$ cat src/rtl/math_pkg.sv
// Shared float helpers for the Math library: sign index, copysign merge and a
// width-legality check usable inside any module body.
`ifndef MATH_PKG_SV
`define MATH_PKG_SV

`define MATH_ASSERT_FP_WIDTH(W) \
    generate \
        if (!((W) == 16 || (W) == 32 || (W) == 64)) begin : g_bad_fp_width \
            $error("math: illegal float WIDTH %0d (legal: 16, 32, 64)", W); \
        end \
    endgenerate

package math_pkg;

    function automatic int unsigned fp_sign_idx(input int unsigned width);
        return width - 1;
    endfunction

    // Operands are zero-extended to 64 bits; the caller truncates back to its width.
    function automatic logic [63:0] fp_copysign(input logic [63:0] mag,
                                                input logic [63:0] sgn,
                                                input int unsigned width);
        logic [63:0] smask;
        smask = 64'd1 << fp_sign_idx(width);
        return (mag & ~smask) | (sgn & smask);
    endfunction

endpackage

`endif

$ cat src/rtl/math_skid_buf.sv
// Two-entry elastic register: main drives the output, skid absorbs one result
// when the consumer stalls. in_ready depends on registered state only.
module math_skid_buf #(
    parameter int WIDTH = 32
) (
    input  logic             clk,
    input  logic             rst_n,
    input  logic             in_valid,
    output logic             in_ready,
    input  logic [WIDTH-1:0] in_data,
    output logic             out_valid,
    input  logic             out_ready,
    output logic [WIDTH-1:0] out_data
);

    logic             main_valid, skid_valid;
    logic [WIDTH-1:0] main_data, skid_data;
    logic             fire, pop;

    // Readies are held low while reset is asserted.
    assign in_ready  = rst_n & ~skid_valid;
    assign fire      = in_valid & in_ready;
    assign pop       = main_valid & out_ready;
    assign out_valid = main_valid;
    assign out_data  = main_data;

    always_ff @(posedge clk or negedge rst_n) begin
        if (!rst_n) begin
            main_valid <= 1'b0;
            skid_valid <= 1'b0;
            main_data  <= '0;
            skid_data  <= '0;
        end else if (pop) begin
            if (skid_valid) begin
                main_data  <= skid_data;
                skid_valid <= 1'b0;
            end else if (fire) begin
                main_data  <= in_data;
            end else begin
                main_valid <= 1'b0;
            end
        end else if (fire) begin
            if (!main_valid) begin
                main_valid <= 1'b1;
                main_data  <= in_data;
            end else begin
                skid_valid <= 1'b1;
                skid_data  <= in_data;
            end
        end
    end

endmodule

$ cat src/rtl/math_copysignf_pipe.sv
// Registered copysign: joins magnitude and sign streams, merges the sign bit
// of b onto the magnitude of a, and buffers the result in an elastic stage.
module math_copysignf_pipe
    import math_pkg::*;
#(
    parameter int WIDTH = 32
) (
    input  logic             clk,
    input  logic             rst_n,
    input  logic             a_valid,
    output logic             a_ready,
    input  logic [WIDTH-1:0] a_data,
    input  logic             b_valid,
    output logic             b_ready,
    input  logic [WIDTH-1:0] b_data,
    output logic             result_valid,
    input  logic             result_ready,
    output logic [WIDTH-1:0] result_data
);

    `MATH_ASSERT_FP_WIDTH(WIDTH)

    logic             in_ready;
    logic             join_valid;
    logic [WIDTH-1:0] new_data;

    // Both operands are consumed together; a lone operand waits with ready low.
    assign join_valid = a_valid & b_valid;
    assign a_ready    = in_ready & b_valid;
    assign b_ready    = in_ready & a_valid;
    assign new_data   = WIDTH'(fp_copysign(64'(a_data), 64'(b_data), WIDTH));

    math_skid_buf #(.WIDTH(WIDTH)) u_buf (
        .clk       (clk),
        .rst_n     (rst_n),
        .in_valid  (join_valid),
        .in_ready  (in_ready),
        .in_data   (new_data),
        .out_valid (result_valid),
        .out_ready (result_ready),
        .out_data  (result_data)
    );

endmodule

$ cat config.mk
export PLATFORM = sky130hd
export DESIGN_NAME = math_copysignf_pipe
export DESIGN_NICKNAME = d
export VERILOG_FILES = /design/src/rtl/math_pkg.sv /design/src/rtl/math_skid_buf.sv /design/src/rtl/math_copysignf_pipe.sv
export SDC_FILE = /design/constraint.sdc
export NUM_CORES = 1
export LEC_CHECK = 0
export ABC_AREA = 1
export CELL_PAD_IN_SITES_DETAIL_PLACEMENT = 0
export CELL_PAD_IN_SITES_GLOBAL_PLACEMENT = 1
export CORE_ASPECT_RATIO = 1.25
export CORE_UTILIZATION = 36
export DETAILED_ROUTE_END_ITERATION = 10
export GPL_ROUTABILITY_DRIVEN = 0
export PLACE_DENSITY = 0.84
export SYNTH_ARGS = -nofsm -noshare
export SYNTH_HDL_FRONTEND = slang
export SYNTH_SLANG_ARGS = --single-unit
$ cat constraint.sdc
create_clock -name clk -period 2.5 [get_ports clk]
set_clock_uncertainty 0.2 [all_clocks]
set_input_delay 0.375 -clock clk [delete_from_list [all_inputs] [get_ports clk]]
set_output_delay 0.375 -clock clk [all_outputs]
set_load 0.005 [all_outputs]
# Word level (Yosys, flattened, before mapping)
# Cells that the tools add are included.
dict set report classes {
  bitwise 9
  reduce_logical 7
  n_eq_ne 3
  muxes 12
}
# cell count
set op_table {}
lappend op_table {{2-to-1 mux 32 bit} 5}
lappend op_table {{bitwise OR 31 x 32 -> 32 bit} 1}
lappend op_table {{AND reduction 3 bit} 3}
lappend op_table {{2-to-1 mux 1 bit} 7}
lappend op_table {{AND 1 bit} 6}
lappend op_table {{!= test 2 bit, second input constant} 3}
lappend op_table {{nonzero test 2 bit} 3}
lappend op_table {{inverter 1 bit} 2}
lappend op_table {{AND reduction 2 bit} 1}
dict set report word_totals {
  input_bits 69
  word_cells 35
  output_inout_bits 35
  reg_bits 66
}

# Logic depth before layout (Yosys ltp)
dict set report depth {
  word_depth 6
  ltp_mapped 8
  ltp_nobuf 7
}

# Cells and area by module
# A second synthesis with hierarchy kept.
dict set report hier_totals {
  cells_unflattened 412
  area_unflattened_um2 3223.1
}
# mod n_inst cells_per_inst area_each_um2
set modules_own_cells {}
lappend modules_own_cells {math_skid_buf 1 406 3200.6}
lappend modules_own_cells {math_copysignf_pipe 1 6 22.5}

# Worst setup path after synthesis
# No wires, ideal clock.
dict set report synth_path {
  path_kind {in2reg}
  startpoint {input port result_ready}
  endpoint {register u_buf.skid_data[0]}
  arrival_time_ns 1.110
  setup_slack_ns 1.067
  setup_time_ns 0.123
  t_required_ns 2.177
  path_stages 7
  path_cell_list {buf_4 > inv_2 > nand2_2 > buf_6 > buf_2 > o21ai_0 > nand2_1}
}
dict set report synth_via {
  elab_chain_cells 3
}
# item line_no
set synth_lines {}
lappend synth_lines {{start: declaration} math_copysignf_pipe.sv:17} ;# input logic result_ready,
lappend synth_lines {{AND 1 bit} math_skid_buf.sv:23} ;# assign pop = main_valid & out_ready;
lappend synth_lines {{inverter 1 bit (no source line)} --}
lappend synth_lines {{AND reduction 3 bit (no source line)} --}
lappend synth_lines {{end signal: assignment} math_skid_buf.sv:48} ;# skid_data <= in_data;
lappend synth_lines {{end: declaration} math_skid_buf.sv:17} ;# logic [WIDTH-1:0] main_data, skid_data;
# No other way between the ends.
# A chain may end at the register's enable or synchronous reset.

# Worst setup path after layout
dict set report layout_path {
  startpoint {register u_buf.skid_valid}
  endpoint {output port a_ready}
}
dict set report layout_via {
  elab_chain_cells 3
}
# item line_no
set layout_lines {}
lappend layout_lines {{start: declaration} math_skid_buf.sv:16} ;# logic main_valid, skid_valid;
lappend layout_lines {{start signal: assignment} math_skid_buf.sv:30} ;# skid_valid <= 1'b0;
lappend layout_lines {{start signal: assignment} math_skid_buf.sv:36} ;# skid_valid <= 1'b0;
lappend layout_lines {{start signal: assignment} math_skid_buf.sv:47} ;# skid_valid <= 1'b1;
lappend layout_lines {{inverter 1 bit} math_skid_buf.sv:21} ;# assign in_ready = rst_n & ~skid_valid;
lappend layout_lines {{AND 1 bit} math_skid_buf.sv:21}
lappend layout_lines {{AND 1 bit} math_copysignf_pipe.sv:29} ;# assign a_ready = in_ready & b_valid;
lappend layout_lines {{end: declaration} math_copysignf_pipe.sv:11} ;# output logic a_ready,
# No other way between the ends.

==> results.yml <==
status:
  status: "finished, final reports clean"
setup_path:
  crit_chain: "nor2_8 -> inv_1 -> nor2_1 -> clkdlybuf4s50_1"
  end_kind: "primary output"
  slowest_delay_ns: 0.51
  worstPathArrival_ns: 1.57
  required_ns: 1.92
  critPathMaxFanout: 3
  worst-setup-path-type: "register to primary output"
  cp_slowest_cell: "clkdlybuf4s50_1"
  critical_path.startpoint_type: "register"
detailed_routing:
  routed_wl_mm: 8.23
  ant_nets: 0
  drc_errors: 0
  firstDrtPassIters: 4
  detail_route.vias_per_cell: 4.91
  drtIter0Drc: 183
  routedWlPerCell_microns: 13.9
  dr_total_vias: 2913
power_and_ir_drop:
  cellLeakagePower_nw: 2.17
  power.density_nw_per_um2: 970
  vdd_drop_max_mv: 0.426
placement:
  hpwl_mm: 4.91
  pre_cts_ws_ns: 0.154
  dpl_cell_area_sq_um: 3990
  io_buffers: 71
clock_tree:
  cts_tree: "done"
  cts-root-buf: "clkbuf_8"
  cts_made_buffers: 9
  cts.clk_slew.worst_paths_ns: 0.08
  cts_sinks: 66
  clk-insertion-delay-late_ns: 0.34
  cts_hold_buf: 0
  cts_buffer_depth: 2
  htreeDepth: 3
  post_cts_resize_count: 0
  postCtsSetupBuffers: 0
die:
  die_h_microns: 108
  start_util_pct: 37.3
  core_area_sq_um: 8750
  die-area_sq_um: 9440
  ios: 104
  die_w_microns: 87.1
  core.rowCount: 38
timing:
  fin_setup_tns_ns: 0
  tightest_slew_ns: 0.852
  setup_violations: 0
  period_needed_ns: 2.15
  rsz0062_at_grt: "false"
  maxSlewHeadroom_pct: 43.2
  hold_violations: 0
  fin_crit_sh_pct: 85.9
  fmax_ghz: 0.466
  worst_slack_ns: 0.353
  drv_slew: 0
synth:
  syn_nets: 478
  synth_cells: 409
  yosysSeqAreaShare_pct: 50.7
  synth_cell_type_count: 17
  synth_seq_cells: 66
  yosys.area.top_type: "dfrtp_1"
  avgSynthCellArea_sq_um: 7.97
  netlist_area_sq_um: 3260
  yosysWarnings: 0
  synth_area_leaders: "dfrtp_1 51%, nand2_1 22%, nand4_1 6.1%, nand3_1 5.1%, o21ai_0 5.1%"
  synth_top_area_share_pct: 50.7
cells_and_area:
  synthToLayoutAreaGrowth_pct: 29.2
  drive_gt1_share_pct: 7.40
  design_area_sq_um: 4210
  layout_common_cells: "194 x nand2_1, 70 x clkdlybuf4s50_1, 66 x dfrtp_1"
  diodes: 0
  nFillCells: 909
  fin_nets: 537
  final_common_cell: "nand2_1"
global_routing:
  grt_max_degree: 67
  grt_util_all_layers_pct: 19.1
  antenna_found_initial: 0
  overflow: 0
  grt_pass1_vias: 2826
  grt_pass1_wl_mm: 13.8
run:
  maxCapViolCount: 0
worst_hold_path:
  hold_path.class: "input port to async pin"
==> critical path: cells and delay by family (launching register included) <==
kind                   cells  cell delay [ns]
buffers and inverters      2             0.57
flip-flops                 1             0.44
AND/OR/NAND/NOR            2             0.23
==> cells by family after synthesis <==
logic type | synth area share (%)
compound gates | 5.30
flops | 50.7
buf+inv | 7.49
simple gates | 36.5
==> layer usage <==
layer | GRT usage, % | up-vias | wire (microns)
li1 | - | 1449 | -
met1 | 24.8 | 1383 | 3740
met4 | 8.78 | 0 | 121
met3 | 3.74 | 10 | 374
met2 | 30.8 | 71 | 3990
met5 | 0 | - | 0
==> stage by stage <==
stage                     std cells  hold WS [ns]  power (W)  util, %
after floorplan                 409        -0.121    0.00238        -
after global placement          577         0.254    0.00307     45.6
after detailed placement        577         0.258    0.00311     45.6
after CTS                       593        0.0848    0.00413     48.1
after global routing            593         0.130    0.00438     48.1
final                           593        0.0523    0.00409     48.1
==> where the power goes <==
| part | switching, W | internal [W] |
|---|---|---|
| logic | 0.000628 | 0.000700 |
| registers | 0.000243 | 0.00151 |
| clock network | 0.000422 | 0.000586 |
| total | 0.00129 | 0.00279 |
==> cell type report <==
cell class / instances / area (sq um) / share of cell area, %
flip-flops and latches: 66 / 1650 / 39.2
clock inverters: 5 / 77.6 / 1.84
multi-input cells: 302 / 1360 / 32.4
well taps: 120 / 150 / 3.57
clock buffers: 11 / 141 / 3.36
inverters: 7 / 26.3 / 0.624
repair buffers: 82 / 801 / 19.0
==> cells in the mapped netlist, drive strengths merged <==
library cell / instances
nand2: 198
dfrtp: 66
nand3: 34
o21ai: 33
nand4: 32
buf: 22
clkbuf: 12
inv: 7
nor2: 4
a22oi: 1
==> final timing paths <==
kind	from	endpoint	slack, ns	cells after the start
max	u_buf.skid_valid$_DFFE_PN0P_	a_ready	0.35	4
min in group clk	u_buf.out_data[17]$_DFFE_PN0P_	u_buf.out_data[17]$_DFFE_PN0P_	0.27	2
max in group asynchronous	rst_n	u_buf.skid_data[25]$_DFFE_PN0P_	1.48	2
min	rst_n	u_buf.out_data[10]$_DFFE_PN0P_	0.05	2
max reg2reg	u_buf.skid_valid$_DFFE_PN0P_	u_buf.out_data[2]$_DFFE_PN0P_	0.40	6
min reg2reg	u_buf.out_data[17]$_DFFE_PN0P_	u_buf.out_data[17]$_DFFE_PN0P_	0.27	2
==> flip-flops by register name, indices dropped and copies added, names as in the netlist <==
name / cells
u_buf.out_data: 32
u_buf.skid_data: 32
u_buf.out_valid: 1
u_buf.skid_valid: 1
Power figures use the tool's default switching activity.
